**config.mk**
```make
export PLATFORM = sky130hd
export DESIGN_NAME = calculator_core_flat
export DESIGN_NICKNAME = d
export VERILOG_FILES = /design/src/rtl/calculator_core_if.sv /design/src/rtl/calculator_core.sv /design/src/flat_wrapper.sv
export SDC_FILE = /design/constraint.sdc
export NUM_CORES = 1
export LEC_CHECK = 0
export ABC_AREA = 1
export CAP_MARGIN = 10
export CELL_PAD_IN_SITES_DETAIL_PLACEMENT = 0
export CELL_PAD_IN_SITES_GLOBAL_PLACEMENT = 2
export CORE_MARGIN = 1
export CORE_UTILIZATION = 33
export DETAILED_ROUTE_END_ITERATION = 10
export PLACE_DENSITY_LB_ADDON = 0.1
export SLEW_MARGIN = 5
export SYNTH_ARGS = -nofsm -noshare
export SYNTH_HDL_FRONTEND = slang
export SYNTH_SLANG_ARGS = --single-unit
```
**constraint.sdc**
```tcl
create_clock -name clk -period 3.9 [get_ports clk]
set_input_delay 0.39 -clock clk [delete_from_list [all_inputs] [get_ports clk]]
set_output_delay 0.39 -clock clk [all_outputs]
set_load 0.1 [all_outputs]
```
**src/rtl/calculator_core_if.sv**
```systemverilog
// Request/response bundle between the calculator front end and calculator_core.
// The master drives the operation request; the slave returns status and the result.
interface calculator_core_if #(
  parameter int unsigned WIDTH_OPERAND = 16,
  parameter int unsigned WIDTH_RESULT  = 32
);
  logic                     start;
  logic [2:0]               op;
  logic [WIDTH_OPERAND-1:0] a;
  logic [WIDTH_OPERAND-1:0] b;
  logic                     busy;
  logic                     done;
  logic [WIDTH_RESULT-1:0]  cal_result;
  logic                     err;

  modport master (
    output start, op, a, b,
    input  busy, done, cal_result, err
  );

  modport slave (
    input  start, op, a, b,
    output busy, done, cal_result, err
  );
endinterface

```
**src/rtl/calculator_core.sv**
```systemverilog
// Multi-cycle unsigned arithmetic unit: one-cycle add/sub/logic/shift,
// bit-serial shift-add multiply and restoring divide, one-cycle done strobe.
module calculator_core #(
  parameter int unsigned WIDTH_OPERAND = 16,
  parameter int unsigned WIDTH_RESULT  = 32
) (
  input logic              clk,
  input logic              rst,
  calculator_core_if.slave bus
);
  localparam int unsigned W    = WIDTH_OPERAND;
  localparam int unsigned CntW = $clog2(W);

  localparam logic [2:0] OpAdd = 3'b000;
  localparam logic [2:0] OpSub = 3'b001;
  localparam logic [2:0] OpMul = 3'b010;
  localparam logic [2:0] OpDiv = 3'b011;
  localparam logic [2:0] OpAnd = 3'b100;
  localparam logic [2:0] OpOr  = 3'b101;
  localparam logic [2:0] OpShl = 3'b110;
  localparam logic [2:0] OpRsv = 3'b111;

  typedef enum logic [1:0] {StIdle, StCalc, StDone} state_e;

  state_e                  state_q, state_d;
  logic [2:0]              op_q;
  logic [W-1:0]            a_q, b_q;
  logic [2*W-1:0]          acc_q;
  logic [CntW-1:0]         cnt_q;
  logic [WIDTH_RESULT-1:0] result_q;
  logic                    err_q;

  logic                    is_iter, last_iter;
  logic [W:0]              mul_sum;
  logic [2*W-1:0]          mul_next;
  logic [W:0]              div_shift, div_diff;
  logic                    div_ge;
  logic [2*W-1:0]          div_next;
  logic [WIDTH_RESULT-1:0] a_ext, b_ext;
  logic [WIDTH_RESULT-1:0] calc_result;
  logic                    calc_err;

  assign is_iter   = (op_q == OpMul) || (op_q == OpDiv);
  assign last_iter = (cnt_q == CntW'(W - 1));

  always_ff @(posedge clk or posedge rst) begin
    if (rst) begin
      state_q <= StIdle;
    end else begin
      state_q <= state_d;
    end
  end

  always_comb begin
    state_d = state_q;
    unique case (state_q)
      StIdle:  if (bus.start) state_d = StCalc;
      StCalc:  if (!is_iter || last_iter) state_d = StDone;
      StDone:  state_d = StIdle;
      default: state_d = StIdle;
    endcase
  end

  // acc_q holds {partial product, remaining multiplier} for mul and
  // {partial remainder, dividend/quotient} for div; both start as {0, a}.
  always_comb begin
    mul_sum   = {1'b0, acc_q[2*W-1:W]} + (acc_q[0] ? {1'b0, b_q} : '0);
    mul_next  = {mul_sum, acc_q[W-1:1]};
    div_shift = {acc_q[2*W-1:W], acc_q[W-1]};
    div_diff  = div_shift - {1'b0, b_q};
    // No borrow out of the trial subtraction means the divisor fits.
    div_ge    = ~div_diff[W];
    div_next  = {(div_ge ? div_diff[W-1:0] : div_shift[W-1:0]), acc_q[W-2:0], div_ge};
  end

  assign a_ext = WIDTH_RESULT'(a_q);
  assign b_ext = WIDTH_RESULT'(b_q);

  always_comb begin
    calc_result = '0;
    unique case (op_q)
      OpAdd:   calc_result = a_ext + b_ext;
      OpSub:   calc_result = a_ext - b_ext;
      OpMul:   calc_result = WIDTH_RESULT'(mul_next);
      OpDiv:   calc_result = WIDTH_RESULT'({div_next[W-1:0], div_next[2*W-1:W]});
      OpAnd:   calc_result = a_ext & b_ext;
      OpOr:    calc_result = a_ext | b_ext;
      OpShl:   calc_result = a_ext << b_q[4:0];
      default: calc_result = '0;
    endcase
    calc_err = (op_q == OpRsv) || ((op_q == OpDiv) && (b_q == '0));
  end

  always_ff @(posedge clk or posedge rst) begin
    if (rst) begin
      op_q     <= '0;
      a_q      <= '0;
      b_q      <= '0;
      acc_q    <= '0;
      cnt_q    <= '0;
      result_q <= '0;
      err_q    <= 1'b0;
    end else begin
      case (state_q)
        StIdle: begin
          if (bus.start) begin
            op_q  <= bus.op;
            a_q   <= bus.a;
            b_q   <= bus.b;
            acc_q <= {{W{1'b0}}, bus.a};
            cnt_q <= '0;
          end
        end
        StCalc: begin
          cnt_q <= cnt_q + CntW'(1);
          if (op_q == OpMul) acc_q <= mul_next;
          if (op_q == OpDiv) acc_q <= div_next;
          if (state_d == StDone) begin
            result_q <= calc_result;
            err_q    <= calc_err;
          end
        end
        StDone: err_q <= 1'b0;
        default: ;
      endcase
    end
  end

  assign bus.busy       = (state_q != StIdle);
  assign bus.done       = (state_q == StDone);
  assign bus.cal_result = result_q;
  assign bus.err        = err_q;
endmodule
```
**src/flat_wrapper.sv**
```systemverilog
// flat-port wrapper written by rule: the top's interface ports become plain ports
module calculator_core_flat 
#(
  parameter int unsigned WIDTH_OPERAND = 16,
  parameter int unsigned WIDTH_RESULT  = 32
)
  (clk, rst, bus_start, bus_op, bus_a, bus_b, bus_busy, bus_done, bus_cal_result, bus_err);
  calculator_core_if #(.WIDTH_OPERAND(WIDTH_OPERAND), .WIDTH_RESULT(WIDTH_RESULT)) bus_i ();
  input logic clk;
  input logic rst;
  input wire logic [$bits(bus_i.start)-1:0] bus_start;
  input wire logic [$bits(bus_i.op)-1:0] bus_op;
  input wire logic [$bits(bus_i.a)-1:0] bus_a;
  input wire logic [$bits(bus_i.b)-1:0] bus_b;
  output wire logic [$bits(bus_i.busy)-1:0] bus_busy;
  output wire logic [$bits(bus_i.done)-1:0] bus_done;
  output wire logic [$bits(bus_i.cal_result)-1:0] bus_cal_result;
  output wire logic [$bits(bus_i.err)-1:0] bus_err;
  assign bus_i.start = bus_start;
  assign bus_i.op = bus_op;
  assign bus_i.a = bus_a;
  assign bus_i.b = bus_b;
  assign bus_busy = bus_i.busy;
  assign bus_done = bus_i.done;
  assign bus_cal_result = bus_i.cal_result;
  assign bus_err = bus_i.err;
  calculator_core #(.WIDTH_OPERAND(WIDTH_OPERAND), .WIDTH_RESULT(WIDTH_RESULT)) u_core (.clk(clk), .rst(rst), .bus(bus_i));
endmodule
```
* Word-level counts from Yosys, hierarchy flattened
Cells that the tools add are included.
Storage, ports and cells: flip-flop bits (word level) 106, logic and storage cells 61
Cells by class: $add $sub $neg 5, equal/unequal tests 14, shifts and indexed selects 1, multiplexer cells 14, bitwise logic cells 3, reduce and logical (&&, ||, !) cells 16
Operator list (count):
- $pmux W32 S7 | 1
- $mux W32 | 3
- $pmux W32 S2 | 1
- $mux W16 | 2
- $shl A16 B5 Y32 | 1
- $add A16 B16 Y17 | 1
- $add A16 B17 Y17 | 1
- $sub A16 B16 Y17 | 1
- $sub A17 B16 Y17 | 1
- $and A16 B16 Y16 | 1
- $logic_not A16 Y1 | 1
- $or A16 B16 Y16 | 1
- $eq A3 B3 Y1 const B | 4
- $pmux W4 S2 | 1
- $reduce_and A2 Y1 | 4
- $eq A3 B2 Y1 const B | 2
- $reduce_bool A2 Y1 | 3
- $add A4 B1 Y4 const B | 1
- $eq A2 B2 Y1 const B | 2
- $eq A4 B4 Y1 const B | 1
- $mux W2 | 2
- $mux W4 | 1
- $pmux W2 S2 | 1
- $eq A3 B1 Y1 const B | 1
- other kinds (13) | 15

* Logic depth before layout (Yosys ltp)
Gate-level depths: netlist of run 1.
word-level depth 9, depth in mapped cells 19, depth with buffers taken out 17

* Least setup slack after synthesis of run 1
Ideal clock, no wire load.
path type flip-flop to flip-flop, start register u_core.acc_q[0], end register u_core.result_q[27], in the netlist u_core.bus.cal_result[27], library setup time 0.123 ns, arrival time 2.424 ns, path slack 1.353 ns, cell stages (with the launch flop) 20, path buffers 2, clock period less this slack 2.547 ns, cells stage by stage dfrtp_1 > clkbuf_1 > clkbuf_1 > nand2_1 > inv_1 > ha_1 > inv_1 > fa_1 > inv_1 > nand3_1 > nand2_1 > nand2_1 > nand3_1 > nand2_1 > nand2_1 > nand2_1 > nand2_1 > o21ai_0 > o21ai_0 > nand2_1
On the way: cells in the longest elaborated chain, start to end 3
RTL lines:
- from (decl) | line calculator_core.sv:28 | logic [2*W-1:0] acc_q;
- from (signal assigned) | line calculator_core.sv:110 | acc_q <= {{W{1'b0}}, bus.a};
- from (signal assigned) | line calculator_core.sv:116 | if (op_q == OpMul) acc_q <= mul_next;
- from (signal assigned) | line calculator_core.sv:117 | if (op_q == OpDiv) acc_q <= div_next;
- $mux W16 | line calculator_core.sv:67 | mul_sum = {1'b0, acc_q[2*W-1:W]} + (acc_q[0] ? {1'b0, b_q} : '0);
- $add A16 B17 Y17 | line calculator_core.sv:67
- $pmux W32 S7 | line calculator_core.sv:81 | unique case (op_q)
- to (signal assigned) | line calculator_core.sv:119 | result_q <= calc_result;
- to (decl) | line calculator_core.sv:30 | logic [WIDTH_RESULT-1:0] result_q;
No other way between the ends. A chain may end at the register's enable or synchronous reset.

* Worst setup path in the final report of run 1
start register u_core.b_q[4], end register u_core.acc_q[31]
On the way: cells in the longest elaborated chain, start to end 5, elaborated cells between the ends (all ways) 7
RTL lines:
- from (decl) | line calculator_core.sv:27 | logic [W-1:0] a_q, b_q;
- from (signal assigned) | line calculator_core.sv:109 | b_q <= bus.b;
- $mux W16 | line calculator_core.sv:67
- $add A16 B17 Y17 | line calculator_core.sv:67
- $mux W32 | line calculator_core.sv:116
- $mux W32 (*) | line calculator_core.sv:117
- $pmux W32 S2 (*) | line calculator_core.sv:104 | case (state_q)
Every way passes the cells marked *; elsewhere a longest branch is shown, timed or not. The select of a mux whose other input is x is not followed.

==> results.cfg, run 1 <==
[run_status]
status = finished clean

[place]
port_buffers = 72
dp_slack_ps = 598
placed_area_sq_um = 11600
hpwl_mm = 38.2
place_congestion = 0.982

[setup_path]
slowest_stage = dfrtp_1
reg2reg_slack_ps = 520
worst_path_most_repeated_cell = nand2_1
critPathCaptureType = register
worst_ep_required_time_ps = 4160
worst-path-buf-inv = 2
criticalPathCategory = register to register
critical_path_arrival_ps = 3630
worst_path_largest_cell_delay_ps = 670
crit_path_start_kind = register
crit_path_start = u_core.b_q[4]$_DFFE_PP0P_
rr_startpoint = u_core.b_q[4]$_DFFE_PP0P_
critPathTopFamily = simple AND/OR/NAND/NOR gates
crit_chain = clkinv_1, buf_4, ha_1, nand2_1, nor2_1, nand3_1, nand2_1, nand2_2, nand2_2, nand2_1, nand3_1, nand2_1, nand2_1, o21ai_0, nand2_1, o21ai_0
cp_max_fo = 12

[global_routing]
grt_overflow_total = 0
grt_pass1_vias = 10900
grt_pass1_wl_mm = 70.6
grt_usage = 0.293
grt_max_degree = 64
antenna_found_initial = 1

[timing]
slew-limit-headroom = 0.300
setup_tns_ps = 0
hold_violations = 0
max_freq_mhz = 296
worst_pin_slew_ps = 1050
setup-violations-final = 0
fin_worst_skew_ps = 17.9
rsz0062_at_grt = no
post-route-period-util = 0.866
fin_crit_ps = 3380
setup_ws_ps = 524
slew_viol_final = 0

[die]
start_util = 0.339
die_w_um = 180
io_pins = 73
fp-row-count = 64
chipHeight_um = 180
coreArea_sq_um = 30900
die_area_sq_um = 32500

[detailed_routing]
drtPass1Iterations = 7
wl_met3_mm = 3.04
route.met2.wl_mm = 19.8
totalWireLength_mm = 47.5
vias = 11400
drt-initial-drc-count = 1012
ant_nets = 0
vias_per_cell = 5.34
route.detailed.drc = 0
wl_per_cell_um = 22.2
wl_met1_mm = 22.2
top_layer = met4

[cells_and_area]
nets = 1860
synthToLayoutAreaGrowth_pct = 14.0
n_fill_cell = 3454
final_cell_mix = 511 x nand2_1, 212 x inv_1, 175 x nand3_1
design_area_sq_um = 11900
drive_above_1_share = 0.0397
layout_commonest_cell = nand2_1

[cts]
htreeDepth = 3
cts-root-buf = clkbuf_16
path_clk_slew_ps = 90
ctsHoldBuffers = 0
post_cts_buffers = 0
cts_tree = built
clock_path_buffers = 2
cts_made_buffers = 9
clk_latency_ps = 390
cts_resized = 0
clock-sinks = 106

[logic_synthesis]
yosysSeqAreaShare = 0.253
ys_types = 44
ys_ff_latch = 106
syn_area_per_cell_sq_um = 6.18
syn_area_sq_um = 10500
netlist_instances = 1695
synth_warnings = 0
synth_nets = 1820

[job]
drv_cap = 0

[worst_hold_path]
hp-class = register to register
min_from = u_core.bus.cal_result[15]$_DFFE_PP0P_
## sequential cells by signal, indices dropped and copies added, names as in the netlist
register,cells
u_core.a_q,16
u_core.op_q,3
u_core.state_q,2
u_core.cnt_q,4
u_core.acc_q,32
u_core.b_q,16
u_core.bus.err,1
u_core.bus.cal_result,32
## per-stage QoR
step | hold slack [ps] | utilization | std cells
3_3_place_gp | 463 | 0.376 | 2120
6_report | 480 | 0.386 | 2137
3_5_place_dp | 464 | 0.376 | 2120
4_1_cts | 486 | 0.386 | 2136
2_1_floorplan | 468 | - | 1695
5_1_grt | 494 | 0.386 | 2136
## layout make-up
type	instances	area, sq um	share of cell area
multi-input combinational	1298	6680	0.559
sequential	106	2650	0.222
timing repair buffer	98	941	0.0788
inverter	222	836	0.0700
tap	396	495	0.0415
clock buffer	10	229	0.0192
clock inverter	6	105	0.00880
antenna	1	2.50	0.000210
## worst reg2reg max path: cells and delay by family (launching register included)
family | cells | cell delay [ps]
simple gates | 11 | 1610
buf+inv | 2 | 390
flops | 1 | 670
compound gates | 2 | 200
fa+ha+maj | 1 | 370
## synthesized netlist by cell type
cell / count / area (sq um)
inv_1: 213 / 800
nand3_1: 175 / 876
a221oi_1: 6 / 52.6
o21bai_1: 5 / 37.5
dfrtp_1: 106 / 2650
and3_1: 3 / 18.8
o31ai_1: 2 / 15.0
o211ai_1: 18 / 135
nor3_1: 11 / 55.1
xor2_1: 6 / 52.6
o21a_1: 2 / 15.0
a21oi_2: 2 / 17.5
nor2_2: 4 / 25.0
o2111ai_1: 2 / 17.5
buf_2: 28 / 140
or2_2: 1 / 6.26
ha_1: 83 / 1040
nor2_4: 1 / 11.3
o21ai_0: 119 / 596
nand3_2: 1 / 10.0
buf_6: 3 / 33.8
and2_1: 3 / 18.8
nor2_1: 128 / 480
a21oi_1: 113 / 566
mux2i_1: 1 / 10.0
nand2_1: 512 / 1920
nand3b_1: 6 / 45.0
nor4_1: 3 / 18.8
buf_4: 1 / 7.51
a31oi_1: 3 / 18.8
nor3_4: 1 / 16.3
clkbuf_1: 34 / 128
o22ai_1: 12 / 75.1
fa_1: 4 / 80.1
o21ai_2: 2 / 17.5
clkbuf_2: 2 / 10.0
inv_2: 6 / 22.5
a21boi_0: 1 / 7.51
nand2_2: 7 / 43.8
o21ai_1: 28 / 140
nand4_1: 22 / 138
xnor2_1: 11 / 96.3
buf_1: 1 / 3.75
clkinv_1: 3 / 11.3
## final timing paths
path	endpoint	cells after the start
max in group asynchronous	u_core.bus.cal_result[12]$_DFFE_PP0P_	3
setup / recovery	u_core.acc_q[31]$_DFFE_PP0P_	16
setup reg to reg	u_core.acc_q[31]$_DFFE_PP0P_	16
hold / removal	u_core.bus.cal_result[15]$_DFFE_PP0P_	2
hold reg to reg	u_core.bus.cal_result[15]$_DFFE_PP0P_	2
min in group asynchronous	u_core.bus.cal_result[19]$_DFFE_PP0P_	2
## metal layers
layer  global-route usage  up-vias
li1                     -     5592
met1                0.410     5341
met2                0.427      410
met3               0.0582       76
met4                0.149        0
met5                    0        -
## logic make-up (layout without fill, tap and decap cells)
logic type | Yosys count | count (layout) | synth area share
other | 0 | 1 | 0
AO/OA/AOI/OAI | 315 | 315 | 0.163
adder cells (fa/ha/maj) | 87 | 87 | 0.107
flip-flops | 106 | 106 | 0.253
XOR/XNOR | 17 | 17 | 0.0142
buffers and inverters | 291 | 336 | 0.110
AND/OR/NAND/NOR | 878 | 878 | 0.352
multiplexers | 1 | 1 | 0.000955
Power of run 1 is left out: the tool's default activity adds up to more than one toggle a clock period on the data nets, which glitch-free logic cannot reach.
==> run 2: changes to the inputs <==
Settings changed: CAP_MARGIN 10 to 0.
Clock period 3.9 ns to 3.7 ns, I/O delays scaled along.
==> run 2 against run 1 <==
Via count grew 1.3%. Global-route usage grew 0.30 points. Critical path type unchanged. Die area is the same. Routed wire length grew 1.6%. Highest routed layer unchanged. Register-to-register slack gained 160 ps.
==> results.cfg, run 2 (synthesized netlist as in run 1, its figures left out) <==
[global_routing]
grt_max_degree = 42
antenna_found_initial = 0
grt_usage = 0.296
grt_pass1_vias = 10900
grt_pass1_wl_mm = 71.3
grt_overflow_total = 0

[cts]
clock-sinks = 106
post_cts_buffers = 0
cts_made_buffers = 9
clock_path_buffers = 2
path_clk_slew_ps = 80
cts_tree = built
htreeDepth = 3
clk_latency_ps = 380
ctsHoldBuffers = 0
cts-root-buf = clkbuf_16
cts_resized = 0

[cells_and_area]
final_cell_mix = 511 x nand2_1, 212 x inv_1, 175 x nand3_1
antenna_cells = 0
nets = 1865
layout_commonest_cell = nand2_1
drive_above_1_share = 0.0424
synthToLayoutAreaGrowth_pct = 13.7

[timing]
worst_pin_slew_ps = 1040
fin_crit_ps = 3020
setup-violations-final = 0
hold_violations = 0
setup_tns_ps = 0
rsz0062_at_grt = no
slew-limit-headroom = 0.305
post-route-period-util = 0.816
max_freq_mhz = 331
slew_viol_final = 0
fin_worst_skew_ps = 11.3

[die]
coreArea_sq_um = 30900
io_pins = 73
chipHeight_um = 180
die_area_sq_um = 32500
fp-row-count = 64
start_util = 0.339
die_w_um = 180

[place]
port_buffers = 72
hpwl_mm = 39.0
place_congestion = 0.979

[detailed_routing]
drt-initial-drc-count = 1068
totalWireLength_mm = 48.2
route.detailed.drc = 0
ant_nets = 0
wl_per_cell_um = 22.5
drtPass1Iterations = 6
vias = 11600
vias_per_cell = 5.40

[setup_path]
worst_ep_required_time_ps = 3970
criticalPathCategory = register to register
critPathCaptureType = register
crit_path_start_kind = register
critical_path_arrival_ps = 3290
cp_max_fo = 20

[worst_hold_path]
hp-class = primary input to async pin

[run_status]
status = finished clean

[job]
drv_cap = 0
==> run 2: worst max-delay path: stages (launching register included) <==
cell,delay [ps]
dfrtp_1,360
clkinv_1,300
ha_1,480
nand2_1,110
nor2_1,160
nand3_1,110
nand2_1,170
nand2_2,100
nand2_2,80
nand2_2,70
nand2_2,360
nand2_1,110
nand3_1,170
nand4_1,170
nand2_1,110
nand2_1,50
==> run 2: per-stage QoR <==
step | worst slack [ps] | cell area, sq um | hold slack [ps] | std cells | util
detailed placement | 707 | 11600 | 465 | 2125 | 0.376
global route | 464 | 11900 | 446 | 2141 | 0.386
finish | 680 | 11900 | 399 | 2141 | 0.386
global placement | 691 | 11600 | 462 | 2125 | 0.376
CTS | 683 | 11900 | 414 | 2141 | 0.386
floorplan | 541 | 10500 | 468 | 1695 | -
==> run 2: final timing paths <==
check,startpoint,end,slack [ps],cells after the start
worst max register to register,u_core.b_q[4]$_DFFE_PP0P_,u_core.bus.cal_result[12]$_DFFE_PP0P_,680,15
worst min-delay path,rst,u_core.bus.cal_result[0]$_DFFE_PP0P_,400,2
worst min register to register,u_core.bus.cal_result[18]$_DFFE_PP0P_,u_core.bus.cal_result[18]$_DFFE_PP0P_,490,2
worst max-delay path,u_core.b_q[4]$_DFFE_PP0P_,u_core.bus.cal_result[12]$_DFFE_PP0P_,680,15
min in group clk,u_core.bus.cal_result[18]$_DFFE_PP0P_,u_core.bus.cal_result[18]$_DFFE_PP0P_,490,2
max in group asynchronous,rst,u_core.b_q[3]$_DFFE_PP0P_,2310,3
==> run 2: cell type report <==
type / count / area, sq um
clock buffer: 10 / 229
inverter: 222 / 836
clock inverter: 6 / 56.3
multi-input combinational: 1298 / 6680
fill: 3483 / 19000
sequential: 106 / 2650
timing repair buffer: 103 / 966
tap: 396 / 495
==> run 2: layer usage <==
metal | global-route usage | vias up | part of all wire
li1 | - | 5619 | -
met1 | 0.424 | 5539 | 0.48
met2 | 0.473 | 371 | 0.45
met3 | 0.0271 | 41 | 0.050
met4 | 0.0858 | 0 | 0.023
met5 | 0 | - | 0
Power of run 2 is left out for the same reason.
